File: src/rtl/fifo_fwft_stream_pkg.sv
// Shared sizing helpers and parameter range checks for the FWFT stream FIFO.
package fifo_fwft_stream_pkg;

    localparam int MIN_ADDR_WIDTH = 2;
    localparam int MAX_ADDR_WIDTH = 12;

    // count must represent 0..RAM_DEPTH inclusive, hence one extra bit
    function automatic int count_width(input int addr_width);
        return addr_width + 1;
    endfunction

    function automatic bit addr_width_ok(input int addr_width);
        return (addr_width >= MIN_ADDR_WIDTH) && (addr_width <= MAX_ADDR_WIDTH);
    endfunction

    function automatic bit af_thresh_ok(input int addr_width, input int af_thresh);
        return (af_thresh >= 1) && (af_thresh <= (1 << addr_width));
    endfunction

    function automatic bit ae_thresh_ok(input int addr_width, input int ae_thresh);
        return (ae_thresh >= 0) && (ae_thresh <= (1 << addr_width) - 1);
    endfunction

endpackage

File: src/rtl/fifo_fwft_stream_if.sv
// Producer/consumer handshake, flush and status bundle for the FWFT stream FIFO.
interface fifo_fwft_stream_if #(
    parameter int DATA_WIDTH = 16,
    parameter int ADDR_WIDTH = 6
);
    import fifo_fwft_stream_pkg::*;

    localparam int CW = count_width(ADDR_WIDTH);

    logic                  flush;
    logic                  in_valid;
    logic [DATA_WIDTH-1:0] in_data;
    logic                  in_ready;
    logic                  out_valid;
    logic [DATA_WIDTH-1:0] out_data;
    logic                  out_ready;
    logic [CW-1:0]         count;
    logic                  almost_full;
    logic                  almost_empty;
    logic                  overflow;
    logic                  underflow;

    modport slave (
        input  flush, in_valid, in_data, out_ready,
        output in_ready, out_valid, out_data, count,
               almost_full, almost_empty, overflow, underflow
    );

    modport master (
        output flush, in_valid, in_data, out_ready,
        input  in_ready, out_valid, out_data, count,
               almost_full, almost_empty, overflow, underflow
    );

endinterface

File: src/rtl/fifo_fwft_stream_ram_sdp.sv
// Simple dual-port RAM: one write port, one read port with a registered 1-cycle read.
module fifo_fwft_stream_ram_sdp #(
    parameter int DATA_WIDTH = 16,
    parameter int ADDR_WIDTH = 6
) (
    input  logic                  clk,
    input  logic                  i_we,
    input  logic [ADDR_WIDTH-1:0] i_waddr,
    input  logic [DATA_WIDTH-1:0] i_wdata,
    input  logic                  i_re,
    input  logic [ADDR_WIDTH-1:0] i_raddr,
    output logic [DATA_WIDTH-1:0] o_rdata
);

    logic [DATA_WIDTH-1:0] r_mem [2**ADDR_WIDTH];
    logic [DATA_WIDTH-1:0] r_rdata;

    always_ff @(posedge clk) begin
        if (i_we) begin
            r_mem[i_waddr] <= i_wdata;
        end
    end

    // read register holds its word until the next read, acting as a prefetch slot
    always_ff @(posedge clk) begin
        if (i_re) begin
            r_rdata <= r_mem[i_raddr];
        end
    end

    assign o_rdata = r_rdata;

endmodule

File: src/rtl/fifo_fwft_stream.sv
// First-word-fall-through FIFO: RAM storage, a prefetch slot in the RAM read
// register, and an output stage that always presents the oldest entry.
module fifo_fwft_stream
    import fifo_fwft_stream_pkg::*;
#(
    parameter int DATA_WIDTH = 16,
    parameter int ADDR_WIDTH = 6,
    parameter int AF_THRESH  = (1 << ADDR_WIDTH) - 2,
    parameter int AE_THRESH  = 2
) (
    input  logic                 clk,
    input  logic                 reset,
    fifo_fwft_stream_if.slave    bus
);

    localparam int RAM_DEPTH = 1 << ADDR_WIDTH;
    localparam int CW        = count_width(ADDR_WIDTH);

    localparam logic [CW-1:0] DEPTH_C = CW'(RAM_DEPTH);
    localparam logic [CW-1:0] AF_C    = CW'(AF_THRESH);
    localparam logic [CW-1:0] AE_C    = CW'(AE_THRESH);

    if (!addr_width_ok(ADDR_WIDTH)) begin : g_bad_addr_width
        $error("fifo_fwft_stream: ADDR_WIDTH out of range 2..12");
    end
    if (!af_thresh_ok(ADDR_WIDTH, AF_THRESH)) begin : g_bad_af_thresh
        $error("fifo_fwft_stream: AF_THRESH out of range 1..RAM_DEPTH");
    end
    if (!ae_thresh_ok(ADDR_WIDTH, AE_THRESH)) begin : g_bad_ae_thresh
        $error("fifo_fwft_stream: AE_THRESH out of range 0..RAM_DEPTH-1");
    end

    logic [ADDR_WIDTH-1:0] r_wr_ptr;
    logic [ADDR_WIDTH-1:0] r_rd_ptr;
    logic [CW-1:0]         r_count;
    logic                  r_rd_pending;
    logic                  r_out_valid;
    logic [DATA_WIDTH-1:0] r_out_data;
    logic                  r_overflow;
    logic                  r_underflow;

    logic                  w_in_ready;
    logic                  w_push;
    logic                  w_pop;
    logic [CW-1:0]         w_ram_count;
    logic                  w_load;
    logic                  w_rd_en;
    logic [DATA_WIDTH-1:0] w_rd_data;

    assign w_in_ready = (r_count < DEPTH_C);
    assign w_push     = bus.in_valid && w_in_ready && !bus.flush;
    assign w_pop      = r_out_valid && bus.out_ready && !bus.flush;

    // count covers RAM, prefetch slot and output stage; what remains is unread RAM
    assign w_ram_count = r_count - CW'(r_rd_pending) - CW'(r_out_valid);

    assign w_load  = r_rd_pending && (!r_out_valid || w_pop) && !bus.flush;
    assign w_rd_en = (w_ram_count != '0) && (!r_rd_pending || w_load) && !bus.flush;

    fifo_fwft_stream_ram_sdp #(
        .DATA_WIDTH (DATA_WIDTH),
        .ADDR_WIDTH (ADDR_WIDTH)
    ) u_ram_sdp (
        .clk     (clk),
        .i_we    (w_push),
        .i_waddr (r_wr_ptr),
        .i_wdata (bus.in_data),
        .i_re    (w_rd_en),
        .i_raddr (r_rd_ptr),
        .o_rdata (w_rd_data)
    );

    always_ff @(posedge clk) begin
        if (reset) begin
            r_wr_ptr     <= '0;
            r_rd_ptr     <= '0;
            r_count      <= '0;
            r_rd_pending <= 1'b0;
            r_out_valid  <= 1'b0;
            r_overflow   <= 1'b0;
            r_underflow  <= 1'b0;
        end else if (bus.flush) begin
            r_wr_ptr     <= '0;
            r_rd_ptr     <= '0;
            r_count      <= '0;
            r_rd_pending <= 1'b0;
            r_out_valid  <= 1'b0;
        end else begin
            if (bus.in_valid && !w_in_ready) begin
                r_overflow <= 1'b1;
            end
            if (bus.out_ready && !r_out_valid) begin
                r_underflow <= 1'b1;
            end
            if (w_push) begin
                r_wr_ptr <= r_wr_ptr + ADDR_WIDTH'(1);
            end
            if (w_rd_en) begin
                r_rd_ptr <= r_rd_ptr + ADDR_WIDTH'(1);
            end
            if (w_push && !w_pop) begin
                r_count <= r_count + CW'(1);
            end else if (w_pop && !w_push) begin
                r_count <= r_count - CW'(1);
            end
            if (w_rd_en) begin
                r_rd_pending <= 1'b1;
            end else if (w_load) begin
                r_rd_pending <= 1'b0;
            end
            if (w_load) begin
                r_out_valid <= 1'b1;
            end else if (w_pop) begin
                r_out_valid <= 1'b0;
            end
        end
    end

    // payload needs no reset; it is qualified by out_valid
    always_ff @(posedge clk) begin
        if (w_load && !reset) begin
            r_out_data <= w_rd_data;
        end
    end

    assign bus.in_ready     = w_in_ready;
    assign bus.out_valid    = r_out_valid;
    assign bus.out_data     = r_out_data;
    assign bus.count        = r_count;
    assign bus.almost_full  = (r_count >= AF_C);
    assign bus.almost_empty = (r_count <= AE_C);
    assign bus.overflow     = r_overflow;
    assign bus.underflow    = r_underflow;

endmodule

File: src/flat_wrapper.sv
// flat-port wrapper written by rule: the top's interface ports become plain ports
module fifo_fwft_stream_flat import fifo_fwft_stream_pkg::*;
#(
    parameter int DATA_WIDTH = 16,
    parameter int ADDR_WIDTH = 6,
    parameter int AF_THRESH  = (1 << ADDR_WIDTH) - 2,
    parameter int AE_THRESH  = 2
)
  (clk, reset, bus_flush, bus_in_valid, bus_in_data, bus_out_ready, bus_in_ready, bus_out_valid, bus_out_data, bus_count, bus_almost_full, bus_almost_empty, bus_overflow, bus_underflow);
  fifo_fwft_stream_if #(.DATA_WIDTH(DATA_WIDTH), .ADDR_WIDTH(ADDR_WIDTH)) bus_i ();
  input  logic clk;
  input  logic reset;
  input wire logic [$bits(bus_i.flush)-1:0] bus_flush;
  input wire logic [$bits(bus_i.in_valid)-1:0] bus_in_valid;
  input wire logic [$bits(bus_i.in_data)-1:0] bus_in_data;
  input wire logic [$bits(bus_i.out_ready)-1:0] bus_out_ready;
  output wire logic [$bits(bus_i.in_ready)-1:0] bus_in_ready;
  output wire logic [$bits(bus_i.out_valid)-1:0] bus_out_valid;
  output wire logic [$bits(bus_i.out_data)-1:0] bus_out_data;
  output wire logic [$bits(bus_i.count)-1:0] bus_count;
  output wire logic [$bits(bus_i.almost_full)-1:0] bus_almost_full;
  output wire logic [$bits(bus_i.almost_empty)-1:0] bus_almost_empty;
  output wire logic [$bits(bus_i.overflow)-1:0] bus_overflow;
  output wire logic [$bits(bus_i.underflow)-1:0] bus_underflow;
  assign bus_i.flush = bus_flush;
  assign bus_i.in_valid = bus_in_valid;
  assign bus_i.in_data = bus_in_data;
  assign bus_i.out_ready = bus_out_ready;
  assign bus_in_ready = bus_i.in_ready;
  assign bus_out_valid = bus_i.out_valid;
  assign bus_out_data = bus_i.out_data;
  assign bus_count = bus_i.count;
  assign bus_almost_full = bus_i.almost_full;
  assign bus_almost_empty = bus_i.almost_empty;
  assign bus_overflow = bus_i.overflow;
  assign bus_underflow = bus_i.underflow;
  fifo_fwft_stream #(.DATA_WIDTH(DATA_WIDTH), .ADDR_WIDTH(ADDR_WIDTH), .AF_THRESH(AF_THRESH), .AE_THRESH(AE_THRESH)) u_core (.clk(clk), .reset(reset), .bus(bus_i));
endmodule
File: config.mk
export PLATFORM = sky130hd
export DESIGN_NAME = fifo_fwft_stream_flat
export DESIGN_NICKNAME = d
export VERILOG_FILES = /design/src/rtl/fifo_fwft_stream_pkg.sv /design/src/rtl/fifo_fwft_stream_if.sv /design/src/rtl/fifo_fwft_stream_ram_sdp.sv /design/src/rtl/fifo_fwft_stream.sv /design/src/flat_wrapper.sv
export SDC_FILE = /design/constraint.sdc
export NUM_CORES = 1
export LEC_CHECK = 0
export ABC_CLOCK_PERIOD_IN_PS = 3300
export BUFFER_PORTS_ARGS = -buffer_cell sky130_fd_sc_hd__buf_2
export CORE_AREA = 3 3 337 206
export DETAILED_ROUTE_END_ITERATION = 8
export DIE_AREA = 0 0 340 209
export GPL_ROUTABILITY_DRIVEN = 0
export PLACE_DENSITY = 0.81
export REMOVE_ABC_BUFFERS = 1
export SLEW_MARGIN = 20
export SYNTH_ARGS = -nofsm -noshare
export SYNTH_HDL_FRONTEND = slang
export SYNTH_SLANG_ARGS = --single-unit
File: constraint.sdc
create_clock -name clk -period 3.3 [get_ports clk]
set_input_delay 0 -clock clk [delete_from_list [all_inputs] [get_ports clk]]
set_output_delay 0 -clock clk [all_outputs]
set_load 0.02 [all_outputs]
; Yosys cells after proc, flatten, opt, wreduce, memory -nomap -nowiden
; Memory sizes are Yosys's and may differ from the RTL's. A register that Yosys moved wholly into a read port is not among the register bits.
; Cells that the tools add are included.
[op_classes]
mux = 8
add_sub_neg = 6
reduce_logical = 29
order_cmp = 3
bitwise = 1
[ops]
columns = op, n
row1 = 7-bit 2-to-1 mux, 2
row2 = 7-bit by 1-bit subtractor with 7-bit output, 2
row3 = 1-bit logical AND, 13
row4 = "6-bit by 1-bit adder with 6-bit output, second input constant", 2
row5 = "7-bit by 1-bit adder with 7-bit output, second input constant", 1
row6 = "7-bit by 6-bit >= comparator with 1-bit output, second input constant", 1
row7 = "7-bit by 2-bit <= comparator with 1-bit output, second input constant", 1
row8 = 1-bit logical NOT, 7
row9 = "7-bit less-than comparator, second input constant", 1
row10 = 7-bit nonzero test, 1
row11 = "7-bit by 1-bit subtractor with 7-bit output, second input constant", 1
row12 = 1-bit 2-to-1 mux, 6
row13 = 2-bit nonzero test, 3
row14 = 2-bit AND reduction, 2
row15 = 1-bit logical OR, 2
row16 = 2-bit OR reduction, 1
row17 = 1-bit inverter, 1
[totals]
elab_cells = 56
mem_bits_rw = 1024
mem_count = 1
regBits = 39
[mem_list]
columns = name, depth, word_bits, read_ports, rd_ports_with_merged_regs, write_ports, line_no
row1 = u_core.u_ram_sdp.r_mem, 64, 16, 1, 1, 1, fifo_fwft_stream_ram_sdp.sv:15  ; logic [DATA_WIDTH-1:0] r_mem [2**ADDR_WIDTH];

; Logic depth before layout (Yosys ltp)
; Gate-level depths: netlist of run 1.
[depth]
ltp_word = 9
ltp_mapped = 12
ltp_nobuf = 12

; Hierarchy
; From an unflattened synthesis of run 1, not the netlist that was laid out.
[hier_totals]
cells_unflattened = 2009
area_unflattened_um2 = 42096.6
[by_module_without_submodules]
columns = module, area_each_um2, instances, cells_each, seq_area_each_um2
row1 = fifo_fwft_stream_ram_sdp, 40202.3, 1, 1829, 31230.0
row2 = fifo_fwft_stream, 1894.3, 1, 180, 940.9

; Worst setup path before layout of run 1
; OpenSTA, ideal clock, no wires.
[synth_path]
path_type = register to register
start = register u_core.r_count[0] (netlist: u_core.bus.count[0])
end = register u_core.r_rd_ptr[0]
required_ps = 3172
t_arrival_ps = 2775
stages_incl_launch_ff = 11
setup_ps = 128
path_buffers = 0
path_slack_ps = 398
cell_sequence = dfxtp_1 > inv_1 > fa_1 > inv_1 > ha_1 > nor3b_1 > xor2_1 > o211ai_1 > nand2_1 > xnor2_1 > nor2_1
[synth_via]
elab_chain_len = 5
[synth_lines]
columns = item, line_no
row1 = from (decl), fifo_fwft_stream.sv:35  ; logic [CW-1:0] r_count;
row2 = from (signal assigned), fifo_fwft_stream.sv:102  ; r_count <= r_count + CW'(1);
row3 = from (signal assigned), fifo_fwft_stream.sv:104  ; r_count <= r_count - CW'(1);
row4 = 7-bit by 1-bit subtractor with 7-bit output (2 in a row), fifo_fwft_stream.sv:55  ; assign w_ram_count = r_count - CW'(r_rd_pending) - CW'(r_out_valid);
row5 = 7-bit nonzero test, fifo_fwft_stream.sv:58  ; assign w_rd_en = (w_ram_count != '0) && (!r_rd_pending || w_load) && !bus.flush;
row6 = 1-bit logical AND (2 in a row), fifo_fwft_stream.sv:58
row7 = named net u_core.u_ram_sdp.i_re, fifo_fwft_stream_ram_sdp.sv:10  ; input logic i_re,
row8 = to (signal assigned), fifo_fwft_stream.sv:99  ; r_rd_ptr <= r_rd_ptr + ADDR_WIDTH'(1);
row9 = to (decl), fifo_fwft_stream.sv:34  ; logic [ADDR_WIDTH-1:0] r_rd_ptr;
; The timed path passes the listed nets, and every way through them passes these cells.
; A chain may end at the register's enable or synchronous reset.

==> run metrics, run 1 <==
fraction of registers with async set/reset 0; Period minus WS final 3.326 ns; RSZ-0062 raised after global routing no; CTS Sinks 1079; core area 66220 um2; Die Span X 340 um; Post-synth EDFFs 1056; area of the multi-input gates 8884 um2; P&R area growth vs syn 11.65%; sequential share of power 0.566; Initial Util 0.6298; ratio of cells with drive above 1 in the final layout 0.2464; final wirelength 104900 um; Fmax 300.7 MHz; synth top area cells edfxtp_1 (76%), mux4_2 (11%), mux2i_1 (3.0%); Reg area 32180 um2; # DRC 0; proportion of power drawn by the clock network 0.376; WP data required 3.70 ns; total gr overflow 0; n_diodes 0; initial antenna violation count 4; gr usage total 0.3001; Worst Setup End Kind register; DP HPWL 61460 um; setup slack after layout -0.02576 ns; die area 71060 um2; Tcrit/Tclk final 1.008; hold crit path type input pin to register; actual slew at the worst max-slew pin 1.139 ns; largest fanout on the critical path 23; Site Rows 73; Design Area, Final 46560 um2; drt pass-1 iters 5; port bufs 49; placed inst area 43680 um2; post-synth cell types 57; clk_lat worst skew 0.65 ns; CTS Buf Count 91; clock skew 0.02476 ns; Sw Pwr 5650 uW; Cells after Synth 1981; post-synthesis sequential area ratio 0.7714; Pleak 0.01434 uW; post-CTS sizing 0; Final setup violation count 1; syn_area_per_cell 21.05 um2; Synth area leader edfxtp_1; most numerous cell in the Yosys netlist edfxtp_1; Startpoint Class register; number of synthesized register bits 1079; synth warn 0; Antenna Nets Post-Route 0; first-pass GRT wire length 153100 um; Fillers 3814; Final #Nets 2211; DRT iter0 DRCs 3985; final hold vios 0; vias per cell 7.013; CTS clk-pin slew, worst paths 0.07 ns; top cell type's share of synthesized area 0.7604; wire per inst 33.37 um; largest net degree at the start of global routing 65; outcome complete, but fails checks; Slew Viols, Final 0; die height 209 um; Comb power frac 0.058; switching share of power 0.2105; PwrDens 576.6 nW/um2; via count 22050; failing checks setup timing; max_slew headroom 0.2409; root buffer cell clkbuf_16; TritonCTS clock tree done; Post-synth top cells edfxtp_1 (1056), mux4_2 (210), mux2i_1 (125), nor2_1 (104), a21oi_1 (41); cell area after synthesis 41700 um2; Crit path arrival time 3.72 ns; MaxCap Viol Count 0; internal power 21190 uW; overall power 26850 uW; Max Root-Sink Buffers 3; number of H-tree levels 3; IO Count 50; Peak VDD IR 444.5 uV; vias in the first global route 21990; WS Path Type register to register; Top FF cell, synth edfxtp_1
-- power by group through the flow --
stage          Clock, uW  Sequential (uW)  Combinational, uW
5_1_grt            10700            15200               1660
2_1_floorplan          0            15600               1070
3_3_place_gp           0            15500               1480
3_5_place_dp           0            15500               1520
4_1_cts            10200            15200               1550
6_report           10100            15200               1560
-- layout make-up --
| class | count | area share |
|---|---|---|
| Clock inverter | 41 | 0.005509 |
| Sequential cell | 1079 | 0.6913 |
| Inverter | 8 | 0.0006450 |
| Timing Repair Buffer | 213 | 0.03461 |
| Clock buffer | 119 | 0.05299 |
| Tap cell | 900 | 0.02419 |
| Multi-Input combinational cell | 784 | 0.1908 |
-- critical path: stages, from the launching register on --
cell      delay (ns)
dfxtp_4         0.55
buf_4           0.48
mux4_2          0.60
a22o_1          0.25
a211oi_1        0.54
a21oi_1         0.31
a22o_1          0.30
-- path summary, 6_finish.rpt --
path,slack [ns],depth (start not counted),to,start
max,-0.03,6,u_core.u_ram_sdp.o_rdata[1],u_core.r_rd_ptr[0]
min,0.02,1,u_core.u_ram_sdp.r_mem[25][8],bus_in_data[8]
min reg2reg,0.43,0,u_core.bus.out_data[1],u_core.u_ram_sdp.o_rdata[1]
max reg2reg,-0.03,6,u_core.u_ram_sdp.o_rdata[1],u_core.r_rd_ptr[0]
-- per-stage QoR --
step           hold slack [ns]  utilization  setup WS, ns   TNS, ns  instances
2_1_floorplan          0.07238            -        -10.01   -199.32       1871
3_3_place_gp            0.2077       0.6596        0.1644         0       2969
3_5_place_dp            0.2163       0.6596       0.06923         0       2969
4_1_cts               0.001679       0.7024       0.06099         0       3140
5_1_grt                0.02573       0.7031       0.01079         0       3144
6_report               0.01798       0.7031      -0.02576  -0.02576       3144
-- kinds of logic (layout without fill, tap and decap cells) --
group	Yosys count	count (layout)	share of synthesized area
compound gates	221	221	0.03846
mux	337	337	0.1440
buf+inv	118	381	0.01602
flops	1079	1079	0.7714
fa+ha+maj	13	13	0.004260
simple gates	197	197	0.02250
xor+xnor	16	16	0.003360
-- per-layer routing --
layer / part of all wire / vias up / GRT usage
met1: 0.37 / 11400 / 0.4308
met2: 0.47 / 1741 / 0.4581
li1: - / 8641 / -
met4: 0.034 / 0 / 0.09357
met3: 0.13 / 269 / 0.08352
met5: 0 / - / 0
-- placed cells by master, fill, tap and decap left out, types with 7 or more instances in the layout --
cell type,netlist,routed
clkinv_1,0,18
ha_1,11,11
buf_2,39,45
nor3_1,7,7
a21oi_1,41,41
buf_12,0,7
o221ai_1,12,12
a211oi_1,32,32
buf_4,11,146
dlygate4sd3_1,0,15
a22o_1,22,22
mux4_2,210,210
clkinv_2,0,13
nor2b_1,12,9
inv_1,8,8
a22oi_1,32,32
nor2_1,104,103
nand3_1,14,14
a2111oi_2,9,9
dfxtp_1,23,18
o21ai_0,7,7
clkbuf_1,36,24
nand2_1,22,22
a31oi_1,11,11
clkbuf_16,0,95
xnor2_1,10,10
edfxtp_1,1056,1056
mux2i_1,125,125
o22ai_1,33,33
-- flip-flops by register name, indices dropped and copies added, names as in the netlist --
name                      flops
u_core.bus.out_valid          1
u_core.bus.overflow           1
u_core.bus.count              7
u_core.u_ram_sdp.o_rdata     16
u_core.u_ram_sdp.r_mem     1024
u_core.r_rd_ptr               6
u_core.r_rd_pending           1
u_core.r_wr_ptr               6
u_core.bus.underflow          1
u_core.bus.out_data          16
-- timing repair --
item	CTS	global route
endpoints found under the hold margin	126	210
buffers inserted	0	0
hold buffers	11	4
Power figures use the tool's default switching activity.
==> run 2: changes to the inputs <==
--- a/config.mk
+++ b/config.mk
@@ -8,6 +8,7 @@
 export ABC_CLOCK_PERIOD_IN_PS = 3300
 export BUFFER_PORTS_ARGS = -buffer_cell sky130_fd_sc_hd__buf_2
 export CORE_AREA = 3 3 337 206
+export CTS_BUF_LIST = sky130_fd_sc_hd__clkbuf_16
 export DETAILED_ROUTE_END_ITERATION = 8
 export DIE_AREA = 0 0 340 209
 export GPL_ROUTABILITY_DRIVEN = 0
==> run 2 against run 1 <==
Effect of this change: the run still ends with setup timing left; critical path depth unchanged; utilization unchanged; final area unchanged; non-clock buffer count unchanged; flip-flop and latch count unchanged; sequential power about the same; via count up 0.51%; critical endpoint unchanged; clock power about the same; die area unchanged; worst hold slack better by 0.0093 ns.
==> run metrics, run 2 (same netlist as run 1, synthesis figures left out) <==
outcome complete, but fails checks; failing checks setup timing; overall power 26770 uW (-0.27%); drt pass-1 iters 6 (+1); commonest non-fill, non-tap cell in the layout edfxtp_1; IO Count 50 (unchanged); TritonCTS clock tree done; Initial Util 0.6298 (unchanged); setup slack after layout -0.02084 ns (+0.004914 ns); max FFs per register 1024 (unchanged); largest net degree at the start of global routing 65 (unchanged); Levels on crit path 6 (unchanged); Site Rows 73 (unchanged); root buffer cell clkbuf_16; delay-heaviest family, CP compound AO/OA/AOI/OAI gates; Crit path arrival time 3.72 ns (about the same); crit path to u_core.u_ram_sdp.o_rdata[1]; die height 209 um (unchanged); P&R area growth vs syn 11.65% (unchanged); worst path bufs/invs 1 (unchanged); clk_lat worst skew 0.66 ns (about the same); final core utilization 0.7031 (unchanged); n_diodes 0 (unchanged); max_slew headroom 0.2490 (+0.008084); Slew Viols, Final 0 (unchanged); Worst R2R End u_core.u_ram_sdp.o_rdata[1]; Worst Setup End Kind register; wire per inst 33.36 um (about the same); Reg2Reg Depth 6 (unchanged); total gr overflow 0 (unchanged); hold crit path type input pin to register; DRT iter0 DRCs 3942 (-1.1%); die area 71060 um2 (unchanged); DP HPWL 61460 um (unchanged); ratio of cells with drive above 1 in the final layout 0.2464 (unchanged); FF-to-FF Start u_core.r_rd_ptr[0]; port bufs 49 (unchanged); Pleak 0.01444 uW (+0.69%); Peak VDD IR 437.4 uV (-1.6%); number of H-tree levels 3 (unchanged); PwrDens 575.0 nW/um2 (-0.27%); Reg with most FFs u_core.u_ram_sdp.r_mem; CTS clk-pin slew, worst paths 0.07 ns (about the same); Final setup violation count 1 (unchanged); Max Root-Sink Buffers 3 (unchanged); CP dominant cell by count a22o_1; final hold vios 0 (unchanged); Fmax 301.1 MHz (+0.15%); Total Neg Setup Slack -0.02084 ns (+0.004914 ns); Startpoint Class register; Period minus WS final 3.321 ns (-0.004914 ns); clock skew 0.02614 ns (+0.001379 ns); pre-CTS setup slack 0.06923 ns (unchanged); core area 66220 um2 (unchanged); most frequent cells in the layout edfxtp_1 (1056), mux4_2 (210), buf_4 (146); final wirelength 104900 um (about the same); WP data required 3.70 ns (about the same); Post-CTS Setup Bufs 0 (unchanged); gr usage total 0.3001 (unchanged); Tcrit/Tclk final 1.006 (-0.001489); vias in the first global route 21990 (+0.0045%); WS Path Type register to register; initial antenna violation count 4 (unchanged); via count 22160 (+0.51%); first-pass GRT wire length 153100 um (about the same); Final #Nets 2211 (unchanged); Antenna Nets Post-Route 0 (unchanged); actual slew at the worst max-slew pin 1.126 ns (-0.01213 ns); Die Span X 340 um (unchanged); CTS Buf Count 91 (unchanged); vias per cell 7.048 (+0.51%); RSZ-0062 raised after global routing no; Slowest-stage cell, CP mux4_2; MaxCap Viol Count 0 (unchanged); Crit path largest cell delay 0.60 ns (about the same); crit path from u_core.r_rd_ptr[0]; placed inst area 43680 um2 (unchanged); CTS Sinks 1079 (unchanged); # DRC 0 (unchanged); R2R Setup Slk -0.02 ns (about the same); Design Area, Final 46560 um2 (unchanged); largest fanout on the critical path 23 (unchanged); worst path cell trace buf_4 -> mux4_2 -> a22o_1 -> a211oi_1 -> a21oi_1 -> a22o_1
==> run 2: worst reg2reg max path: stages (launching register included) <==
cell	delay (ns)
dfxtp_4	0.55
buf_4	0.49
mux4_2	0.62
a22o_1	0.25
a211oi_1	0.54
a21oi_1	0.32
a22o_1	0.31
==> run 2: worst min path at each step <==
stage | start | to | slack (ns) | cells after the start
after detailed placement | reset | u_core.bus.underflow | 0.22 | 2
after floorplan | reset | u_core.bus.overflow | 0.07 | 1
final | bus_in_data[8] | u_core.u_ram_sdp.r_mem[25][8] | 0.03 | 1
after CTS | bus_in_data[8] | u_core.u_ram_sdp.r_mem[1][8] | 0.002 | 1
after global placement | reset | u_core.bus.underflow | 0.21 | 2
after global routing | bus_in_data[14] | u_core.u_ram_sdp.r_mem[0][14] | 0.03 | 1
==> run 2: final cells by class <==
class                           instances  area (um2)
Tap cell                              900        1126
Multi-Input combinational cell        784        8884
Sequential cell                      1079       32180
Fill cell                            3814       19660
Clock inverter                         65       346.6
Inverter                                8       30.03
Timing Repair Buffer                  213        1612
Clock buffer                           95        2377
==> run 2: per-stage QoR <==
step | hold WS (ns) | cells
floorplan | 0.07238 | 1871
global placement | 0.2077 | 2969
detailed placement | 0.2163 | 2969
CTS | 0.001679 | 3140
global route | 0.02573 | 3144
finish | 0.02729 | 3144
==> run 2: layer usage <==
layer  wire length, um  up-vias  GRT usage
li1                  -     8643          -
met1             38040    11430     0.4308
met2             49050     1804     0.4581
met3             14190      286    0.08352
met4              3594        0    0.09357
met5                 0        -          0
==> run 2: what timing repair did <==
| action | CTS | global route |
|---|---|---|
| gates resized for setup | 0 | 0 |
| hold buffers | 11 | 4 |
| hold endpoints to repair | 126 | 210 |
==> run 2: report_power, final <==
part	internal [uW]	leakage [uW]	switching, uW
Sequential	15100	0.00969	60.1
Clock	5340	0.00142	4680
Combinational	652	0.00332	914
Total	21100	0.0144	5650
